--- config.mk ---
export PLATFORM = sky130hd
export DESIGN_NAME = fir_mem_arbiter_flat
export DESIGN_NICKNAME = d
export VERILOG_FILES = /design/src/rtl/fir_mem_arbiter_pkg.sv /design/src/rtl/fir_mem_arbiter_if.sv /design/src/rtl/fir_mem_arbiter_rr_pick.sv /design/src/rtl/fir_mem_arbiter.sv /design/src/flat_wrapper.sv
export SDC_FILE = /design/constraint.sdc
export NUM_CORES = 1
export LEC_CHECK = 0
export ABC_AREA = 1
export BUFFER_PORTS_ARGS = -buffer_cell sky130_fd_sc_hd__buf_4
export CORE_MARGIN = 5
export CORE_UTILIZATION = 41
export DETAILED_ROUTE_END_ITERATION = 10
export GPL_ROUTABILITY_DRIVEN = 1
export PLACE_DENSITY = 0.88
export SETUP_SLACK_MARGIN = 0.15
export SYNTH_ARGS = -nofsm -noshare
export SYNTH_HDL_FRONTEND = slang
export SYNTH_HIERARCHICAL = 1
export SYNTH_SLANG_ARGS = --single-unit
--- constraint.sdc ---
create_clock -name a_clk -period 4.3 [get_ports a_clk]
set_clock_uncertainty 0.05 [all_clocks]
set_input_delay 0.43 -clock a_clk [delete_from_list [all_inputs] [get_ports a_clk]]
set_output_delay 0.43 -clock a_clk [all_outputs]
set_load 0.01 [all_outputs]
--- src/rtl/fir_mem_arbiter_pkg.sv ---
// Shared definitions for the FIR memory arbiter: memory geometry, requester
// indices, arbiter state encoding and the round-robin index helper.
package fir_pkg;

    localparam int ADDR_W = 13;
    localparam int DATA_W = 16;

    localparam int REQ_AXI_WR = 0;
    localparam int REQ_AXI_RD = 1;
    localparam int REQ_FIR    = 2;

    typedef enum logic {
        ARB = 1'b0,
        OWN = 1'b1
    } arb_state_t;

    // Position k of a wrapping search that starts at base over n requesters
    function automatic int rr_idx(input int base, input int k, input int n);
        return (base + k) % n;
    endfunction

endpackage

--- src/rtl/fir_mem_arbiter_if.sv ---
// Requester-side bus of the FIR memory arbiter. Lanes are packed, requester i
// at [i*W +: W]. master = requester side, slave = arbiter side.
interface fir_mem_arbiter_if #(
    parameter int N_REQ  = 3,
    parameter int ADDR_W = fir_pkg::ADDR_W,
    parameter int DATA_W = fir_pkg::DATA_W
);
    logic [N_REQ-1:0]        req;
    logic [N_REQ-1:0]        lock;
    logic [N_REQ-1:0]        we;
    logic [N_REQ*ADDR_W-1:0] addr;
    logic [N_REQ*DATA_W-1:0] wdata;
    logic [N_REQ-1:0]        gnt;
    logic [N_REQ-1:0]        rvalid;
    logic [DATA_W-1:0]       rdata;

    modport master (
        output req, lock, we, addr, wdata,
        input  gnt, rvalid, rdata
    );

    modport slave (
        input  req, lock, we, addr, wdata,
        output gnt, rvalid, rdata
    );
endinterface

--- src/rtl/fir_mem_arbiter_rr_pick.sv ---
// fir_rr_pick: combinational round-robin winner selection. The search starts
// at rr_ptr and wraps; with prio_en the FIR engine wins whenever it requests.
module fir_rr_pick
    import fir_pkg::*;
#(
    parameter int N_REQ = 3,
    parameter int IDX_W = 2
) (
    input  logic [N_REQ-1:0] req,
    input  logic [IDX_W-1:0] rr_ptr,
    input  logic             prio_en,
    output logic [N_REQ-1:0] win_oh,
    output logic [IDX_W-1:0] win_idx
);

    logic found;

    // First set request at or after rr_ptr wins; prioritised FIR overrides it
    always_comb begin
        found   = 1'b0;
        win_idx = '0;
        win_oh  = '0;
        for (int k = 0; k < N_REQ; k++) begin
            if (!found && req[IDX_W'(rr_idx(int'(rr_ptr), k, N_REQ))]) begin
                found   = 1'b1;
                win_idx = IDX_W'(rr_idx(int'(rr_ptr), k, N_REQ));
            end
        end
        if (prio_en && req[IDX_W'(REQ_FIR)]) begin
            found   = 1'b1;
            win_idx = IDX_W'(REQ_FIR);
        end
        if (found) begin
            win_oh[win_idx] = 1'b1;
        end
    end

endmodule

--- src/rtl/fir_mem_arbiter.sv ---
// fir_mem_arbiter: shares the single-port FIR sample/coefficient memory
// between AXI write, AXI read and the FIR engine. Round-robin with burst
// locking, bounded to MAX_BURST accesses per grant, one ARB bubble between
// owners. Read valids ride a registered one-hot pipeline so they survive
// ownership changes.
// Build option: FIR_ARB_PRIO_EN -- FIR engine always wins and is not capped.
module fir_mem_arbiter
    import fir_pkg::*;
#(
    parameter int ADDR_W    = fir_pkg::ADDR_W,
    parameter int DATA_W    = fir_pkg::DATA_W,
    parameter int N_REQ     = 3,
    parameter int MAX_BURST = 16
) (
    input  logic              a_clk,
    input  logic              a_rst_n,
    fir_mem_arbiter_if.slave  bus,
    output logic              mem_en,
    output logic              mem_we,
    output logic [ADDR_W-1:0] mem_addr,
    output logic [DATA_W-1:0] mem_wdata,
    input  logic [DATA_W-1:0] mem_rdata
);

    localparam int IDX_W = (N_REQ > 1) ? $clog2(N_REQ) : 1;
    localparam int CNT_W = $clog2(MAX_BURST + 1);

`ifdef FIR_ARB_PRIO_EN
    localparam bit PRIO_EN = 1'b1;
`else
    localparam bit PRIO_EN = 1'b0;
`endif

    arb_state_t        state_q, state_d;
    logic [IDX_W-1:0]  owner_q, owner_d;
    logic [IDX_W-1:0]  rr_ptr_q, rr_ptr_d;
    logic [CNT_W-1:0]  burst_cnt_q, burst_cnt_d;
    logic [N_REQ-1:0]  rvalid_q, rvalid_d;
    logic [N_REQ-1:0]  win_oh;
    logic [IDX_W-1:0]  win_idx;
    logic              own_req, own_lock, own_we, cap_en;
    logic [ADDR_W-1:0] own_addr;
    logic [DATA_W-1:0] own_wdata;

    fir_rr_pick #(
        .N_REQ (N_REQ),
        .IDX_W (IDX_W)
    ) u_pick (
        .req     (bus.req),
        .rr_ptr  (rr_ptr_q),
        .prio_en (PRIO_EN),
        .win_oh  (win_oh),
        .win_idx (win_idx)
    );

    // The prioritised FIR engine is exempt from the burst cap
    assign cap_en = !(PRIO_EN && (owner_q == IDX_W'(REQ_FIR)));

    // Select the current owner's lane of the request bus
    always_comb begin
        own_req   = 1'b0;
        own_lock  = 1'b0;
        own_we    = 1'b0;
        own_addr  = '0;
        own_wdata = '0;
        for (int i = 0; i < N_REQ; i++) begin
            if (owner_q == IDX_W'(i)) begin
                own_req   = bus.req[i];
                own_lock  = bus.lock[i];
                own_we    = bus.we[i];
                own_addr  = bus.addr[i*ADDR_W +: ADDR_W];
                own_wdata = bus.wdata[i*DATA_W +: DATA_W];
            end
        end
    end

    // Next-state: grant in ARB, count accesses and decide release in OWN
    always_comb begin
        state_d     = state_q;
        owner_d     = owner_q;
        rr_ptr_d    = rr_ptr_q;
        burst_cnt_d = burst_cnt_q;
        rvalid_d    = '0;
        if (state_q == ARB) begin
            if (|win_oh) begin
                state_d     = OWN;
                owner_d     = win_idx;
                burst_cnt_d = '0;
                rr_ptr_d    = (win_idx == IDX_W'(N_REQ - 1)) ? '0 : win_idx + IDX_W'(1);
            end
        end else begin
            if (!own_req) begin
                state_d = ARB;
            end else begin
                if (burst_cnt_q != CNT_W'(MAX_BURST)) begin
                    burst_cnt_d = burst_cnt_q + CNT_W'(1);
                end
                if (!own_we) begin
                    rvalid_d[owner_q] = 1'b1;
                end
                if (!own_lock || (cap_en && (burst_cnt_q == CNT_W'(MAX_BURST - 1)))) begin
                    state_d = ARB;
                end
            end
        end
    end

    // Drive grant and memory port from the owner while in OWN
    always_comb begin
        bus.gnt   = '0;
        mem_en    = 1'b0;
        mem_we    = 1'b0;
        mem_addr  = '0;
        mem_wdata = '0;
        if (state_q == OWN) begin
            bus.gnt[owner_q] = 1'b1;
            mem_en           = own_req;
            mem_we           = own_req & own_we;
            mem_addr         = own_addr;
            mem_wdata        = own_wdata;
        end
    end

    // Arbiter state; reset drops any read return still in flight
    always_ff @(posedge a_clk or negedge a_rst_n) begin
        if (!a_rst_n) begin
            state_q     <= ARB;
            owner_q     <= '0;
            rr_ptr_q    <= '0;
            burst_cnt_q <= '0;
            rvalid_q    <= '0;
        end else begin
            state_q     <= state_d;
            owner_q     <= owner_d;
            rr_ptr_q    <= rr_ptr_d;
            burst_cnt_q <= burst_cnt_d;
            rvalid_q    <= rvalid_d;
        end
    end

    assign bus.rvalid = rvalid_q;
    assign bus.rdata  = mem_rdata;

endmodule

--- src/flat_wrapper.sv ---
// flat-port wrapper written by rule: the top's interface ports become plain ports
module fir_mem_arbiter_flat import fir_pkg::*;
#(
    parameter int ADDR_W    = fir_pkg::ADDR_W,
    parameter int DATA_W    = fir_pkg::DATA_W,
    parameter int N_REQ     = 3,
    parameter int MAX_BURST = 16
)
  (a_clk, a_rst_n, mem_en, mem_we, mem_addr, mem_wdata, mem_rdata, bus_req, bus_lock, bus_we, bus_addr, bus_wdata, bus_gnt, bus_rvalid, bus_rdata);
  fir_mem_arbiter_if #(.N_REQ(N_REQ), .ADDR_W(ADDR_W), .DATA_W(DATA_W)) bus_i ();
  input  logic a_clk;
  input  logic a_rst_n;
  output logic mem_en;
  output logic mem_we;
  output logic [ADDR_W-1:0] mem_addr;
  output logic [DATA_W-1:0] mem_wdata;
  input  logic [DATA_W-1:0] mem_rdata;
  input wire logic [$bits(bus_i.req)-1:0] bus_req;
  input wire logic [$bits(bus_i.lock)-1:0] bus_lock;
  input wire logic [$bits(bus_i.we)-1:0] bus_we;
  input wire logic [$bits(bus_i.addr)-1:0] bus_addr;
  input wire logic [$bits(bus_i.wdata)-1:0] bus_wdata;
  output wire logic [$bits(bus_i.gnt)-1:0] bus_gnt;
  output wire logic [$bits(bus_i.rvalid)-1:0] bus_rvalid;
  output wire logic [$bits(bus_i.rdata)-1:0] bus_rdata;
  assign bus_i.req = bus_req;
  assign bus_i.lock = bus_lock;
  assign bus_i.we = bus_we;
  assign bus_i.addr = bus_addr;
  assign bus_i.wdata = bus_wdata;
  assign bus_gnt = bus_i.gnt;
  assign bus_rvalid = bus_i.rvalid;
  assign bus_rdata = bus_i.rdata;
  fir_mem_arbiter #(.ADDR_W(ADDR_W), .DATA_W(DATA_W), .N_REQ(N_REQ), .MAX_BURST(MAX_BURST)) u_core (.a_clk(a_clk), .a_rst_n(a_rst_n), .bus(bus_i), .mem_en(mem_en), .mem_we(mem_we), .mem_addr(mem_addr), .mem_wdata(mem_wdata), .mem_rdata(mem_rdata));
endmodule
==> results.json, run 1 <==
{
  "final_cells": 495,
  "post_cts_buffers": 0,
  "coreArea_um2": 4320,
  "drv_cap": 0,
  "drv_slew": 0,
  "syn-instance-count": 329,
  "endpoint_kind": "primary output",
  "syn_area_per_cell_um2": 5.51,
  "dp.cells": 490,
  "p_leak_nw": 1.68,
  "htree_levels": 1,
  "p_seq_share_pct": 13.1,
  "max_freq_ghz": 0.359,
  "p_clk_share_pct": 7.6,
  "hold_viol": 0,
  "worstMarginPinSlew_ps": 1040,
  "cts_made_buffers": 3,
  "grt_pass1_wl_mm": 10.8,
  "clock_latency_ps": 250,
  "synthToLayoutAreaGrowth_pct": 53.0,
  "dp_hpwl_mm": 5.23,
  "hold-worst-slack_ps": 406,
  "dieHeight_um": 76.5,
  "drc": 0,
  "gp_routability_congestion": 0.855,
  "globalRouteTotalUtil_pct": 21.6,
  "fin_setup_tns_ps": 0,
  "wl_per_cell_um": 13.2,
  "start_util_pct": 41.9,
  "swShare_pct": 53.0,
  "numClockSinks": 13,
  "cellInternalPower_w": 0.000703,
  "relSlewSlack_pct": 30.8,
  "crit_path_start_kind": "register",
  "drive_above_1_share_pct": 36.8,
  "cts_root_buffer": "clkbuf_8",
  "nets": 565,
  "timing.final.crit_share_pct": 64.7,
  "setup_viol": 0,
  "total_power_w": 0.00150,
  "die-area_um2": 5850,
  "required_ps": 3820,
  "yosysWarnings": 6,
  "rows": 24,
  "viasPerCell": 4.88,
  "fin_util_pct": 64.1,
  "hp-class": "primary input to register",
  "via_count": 2415,
  "cp_data_arrival_time_ps": 2300,
  "critPathKind": "register to primary output",
  "first_pass_iters": 5,
  "drt_wl_total_mm": 6.55,
  "p_sw_w": 0.000793,
  "power_density_nw_per_um2": 540,
  "grt.overflow.total": 0,
  "combPwrFrac_pct": 79.4,
  "ant_nets": 0,
  "antenna_found_initial": 0,
  "chipWidth_um": 76.5,
  "cts_buffer_depth": 2,
  "dr.first_iter.drc_count": 114,
  "status": "completed",
  "final_period_minus_worst_setup_slack_ps": 2780,
  "rsz0062_at_grt": "false",
  "clk_pin_slew_ps": 50,
  "vdd_drop_max_mv": 0.305,
  "ios": 167,
  "syn-num-nets": 450,
  "diodes": 0,
  "worst-path-max-fanout": 25,
  "synthesis.area_um2": 1810,
  "grt_pass1_vias": 2293,
  "grt_max_degree": 29,
  "port-buffer-count": 134,
  "cts_tree": "yes"
}
## power groups by stage
stage | sequential (W) | clock [W] | combinational (W)
final | 0.000195 | 0.000113 | 0.00119
after global routing | 0.000202 | 0.000122 | 0.00133
after CTS | 0.000195 | 0.000118 | 0.00119
after detailed placement | 0.000197 | 0 | 0.00119
after global placement | 0.000195 | 0 | 0.00116
after floorplan | 0.000193 | 0 | 0.000787
## final cells by class
class / instances / area (um^2)
fillers: 388 / 1550
multi-input cells: 245 / 1140
repair buffers: 136 / 1020
flip-flops and latches: 13 / 325
inverters: 45 / 169
well taps: 52 / 65.1
clock buffers: 4 / 45.0
## stage by stage
step                setup WS [ps]  instance area, um^2
global placement             1910                 2720
CTS                          1540                 2770
detailed placement           1830                 2720
global route                 1350                 2770
finish                       1520                 2770
floorplan                    2190                 1810
## metal layers
layer / wire length, um / GRT usage (%) / vias up
met2: 3260 / 36.8 / 97
met1: 2700 / 27.3 / 1091
met4: 43 / 4.20 / 0
li1: - / - / 1224
met3: 548 / 5.67 / 3
met5: 0 / 0 / -
## cells in the final DEF (no fill, tap or decap), types with 2 or more instances in the layout
master / count
nor2_4: 2
dfrtp_1: 13
nand2_2: 6
inv_1: 35
o21ai_1: 4
nor2_1: 10
nand3_2: 2
nor3_1: 5
nand3_1: 51
o21ai_0: 4
buf_4: 135
nor2_2: 4
nand2_1: 143
ha_1: 7
inv_2: 9
clkbuf_8: 3
## sequential cells by signal, indices dropped and copies added, names as in the netlist
| register | flops |
|---|---|
| u_core/bus.rvalid | 3 |
| u_core/burst_cnt_q | 5 |
| u_core/state_q | 1 |
| u_core/rr_ptr_q | 2 |
| u_core/owner_q | 2 |
## critical path, cell delays in order (launching register included)
cell and delay [ps]:
dfrtp_1 450, nor2_2 830, nand2_1 220, clkinv_1 240, nand2_1 90, nand3_1 110
buf_4 130
## what timing repair did
action | CTS | global route
resized for setup | 0 | 0
hold buffers | 1 | 0
endpoints found under the hold margin | 13 | 0
## path summary, 6_finish.rpt
kind	from	endpoint	slack [ps]	cells after the start
min	bus_we[1]	u_core/bus.rvalid[1]$_DFF_PN0_	410	4
min in group asynchronous	a_rst_n	u_core/owner_q[1]$_DFFE_PN0P_	520	2
max	u_core/owner_q[0]$_DFFE_PN0P_	mem_wdata[6]	1520	6
max reg2reg	u_core/rr_ptr_q[0]$_DFFE_PN0P_	u_core/burst_cnt_q[3]$_DFFE_PN0P_	1880	17
min reg2reg	u_core/burst_cnt_q[4]$_DFFE_PN0P_	u_core/burst_cnt_q[4]$_DFFE_PN0P_	480	2
max in group asynchronous	a_rst_n	u_core/burst_cnt_q[4]$_DFFE_PN0P_	3520	2
(Power assumes the default switching activity.)
==> inputs of run 2 (changes only) <==
Settings changed: ABC_AREA 1 to 0, CORE_UTILIZATION 41 to 35, PLACE_DENSITY 0.88 to 0.78.
Clock period 4.3 ns to 2.4 ns, I/O delays scaled along.
==> results.json, run 2 <==
{
  "status": "finished with violations",
  "violations": "setup timing",
  "p_leak_nw": 1.53,
  "drv_cap": 0,
  "hp-class": "primary input to register",
  "drc": 0,
  "drt_wl_total_mm": 6.77,
  "clk_pin_slew_ps": 50,
  "fill_cells": 469,
  "setup_viol": 10,
  "chipWidth_um": 83.4,
  "largest_reg_flops": 5,
  "regArea_um2": 330,
  "ios": 167,
  "syn-instance-count": 253,
  "vdd_drop_max_mv": 0.647,
  "drv_slew": 0,
  "dr.first_iter.drc_count": 82,
  "dieHeight_um": 83.4,
  "grt.overflow.total": 0,
  "port-buffer-count": 134,
  "setup_ws_ps": -131,
  "hold-worst-slack_ps": 113,
  "multi_input_area_um2": 1420,
  "clock_latency_ps": 240,
  "syn-num-nets": 374,
  "r2r_cells": 8,
  "final_cell_mix": "153 x buf_4, 63 x nor2_1, 36 x mux2i_1",
  "endpoint_kind": "register",
  "grt_pass1_vias": 2347,
  "required_ps": 2470,
  "rsz0062_at_grt": "true",
  "fin_setup_tns_ps": -712,
  "critPathKind": "register to register",
  "cts_made_buffers": 3,
  "grt_pass1_wl_mm": 11.0,
  "power_density_nw_per_um2": 1120,
  "yosysWarnings": 6,
  "coreArea_um2": 5170,
  "dp_hpwl_mm": 5.53,
  "diodes": 0,
  "final_common_cell": "buf_4",
  "gp_routability_congestion": 0.826,
  "cts_buffer_depth": 2,
  "start_util_pct": 36.5,
  "numClockSinks": 13,
  "first_pass_iters": 4,
  "syn_area_per_cell_um2": 7.45,
  "fin_util_pct": 60.2,
  "wl_per_cell_um": 15.0,
  "antenna_found_initial": 0,
  "timing.final.crit_share_pct": 105,
  "worst-path-max-fanout": 4,
  "ant_nets": 0,
  "viasPerCell": 4.96,
  "relSlewSlack_pct": 67.1,
  "cts_tree": "yes",
  "synthesis.area_um2": 1890,
  "nets": 504,
  "die-area_um2": 6960,
  "cp_data_arrival_time_ps": 2600,
  "cts_root_buffer": "clkbuf_8",
  "max_freq_ghz": 0.395,
  "worstMarginPinSlew_ps": 493,
  "drive_above_1_share_pct": 50.0,
  "htree_levels": 1,
  "holdPathStages": 2,
  "crit_path_start_kind": "register",
  "hold_viol": 0,
  "rows": 26,
  "final_period_minus_worst_setup_slack_ps": 2530,
  "globalRouteTotalUtil_pct": 18.6,
  "top_register": "u_core/burst_cnt_q",
  "via_count": 2242,
  "synthToLayoutAreaGrowth_pct": 65.0,
  "grt_max_degree": 32
}
==> run 2: changes by cell type in the layout (fill, tap and decap cells not counted), moves of 4 or more <==
cell	previous run	this run
nand2_1	143	8
nor2_1	10	63
nand3_1	51	1
mux2i_1	0	36
a21oi_1	1	33
inv_1	35	4
buf_4	135	153
nand2_2	6	0
inv_2	9	4
mux2_4	0	5
nor2_2	4	0
==> run 2: path summary, 6_finish.rpt <==
kind                                              startpoint                           endpoint  slack [ps]
setup / recovery              u_core/rr_ptr_q[1]$_DFFE_PN0P_      u_core/owner_q[1]$_DFFE_PN0P_        -130
hold / removal                                     bus_we[0]     u_core/bus.rvalid[0]$_DFF_PN0_         110
setup reg to reg              u_core/rr_ptr_q[1]$_DFFE_PN0P_      u_core/owner_q[1]$_DFFE_PN0P_        -130
hold reg to reg            u_core/burst_cnt_q[3]$_DFFE_PN0P_  u_core/burst_cnt_q[3]$_DFFE_PN0P_         470
max in group asynchronous                            a_rst_n      u_core/owner_q[1]$_DFFE_PN0P_        1780
min in group asynchronous                            a_rst_n  u_core/burst_cnt_q[4]$_DFFE_PN0P_         330
==> run 2: repair_timing <==
item                       in CTS  in global routing
buffers inserted                0                  2
gates cloned                    0                  1
hold buffers                    1                  0
gates resized for setup         5                 12
pin swaps                       1                  3
setup endpoints to repair      10                 14
hold endpoints to repair       13                  0
==> run 2: layout make-up <==
type | count | area share, %
Multi-Input combinational cell | 200 | 45.6
Sequential cell | 13 | 10.6
Timing Repair Buffer | 157 | 38.6
Clock buffer | 4 | 1.45
Inverter | 8 | 0.965
Tap cell | 70 | 2.81
==> run 2: critical path: stages, from the launching register on <==
cell,delay [ps]
dfrtp_1,400
buf_4,160
ha_4,150
mux2_4,280
mux2_4,310
o22a_1,190
o21ba_2,220
o31ai_4,270
mux2_2,370
==> run 2: per-layer routing <==
layer,global-route usage [%],wire length [um]
met3,6.24,578
met4,4.01,76
met1,21.5,2630
met5,0,0
met2,32.9,3490
==> run 2: power by group <==
group	internal (W)	leakage, nW	switching [W]
clock network	0.000117	0.0228	0.0000732
logic	0.00145	1.34	0.00142
registers	0.000293	0.170	0.000131
==> run 2: per-stage QoR <==
stage / instances / area [um^2] / setup WS (ps) / total power (W)
global placement: 444 / 2980 / -118 / 0.00305
floorplan: 253 / 1950 / -60.7 / 0.00213
detailed placement: 444 / 2980 / -194 / 0.00310
global route: 452 / 3110 / -212 / 0.00379
finish: 452 / 3110 / -131 / 0.00348
CTS: 449 / 3050 / -137 / 0.00336
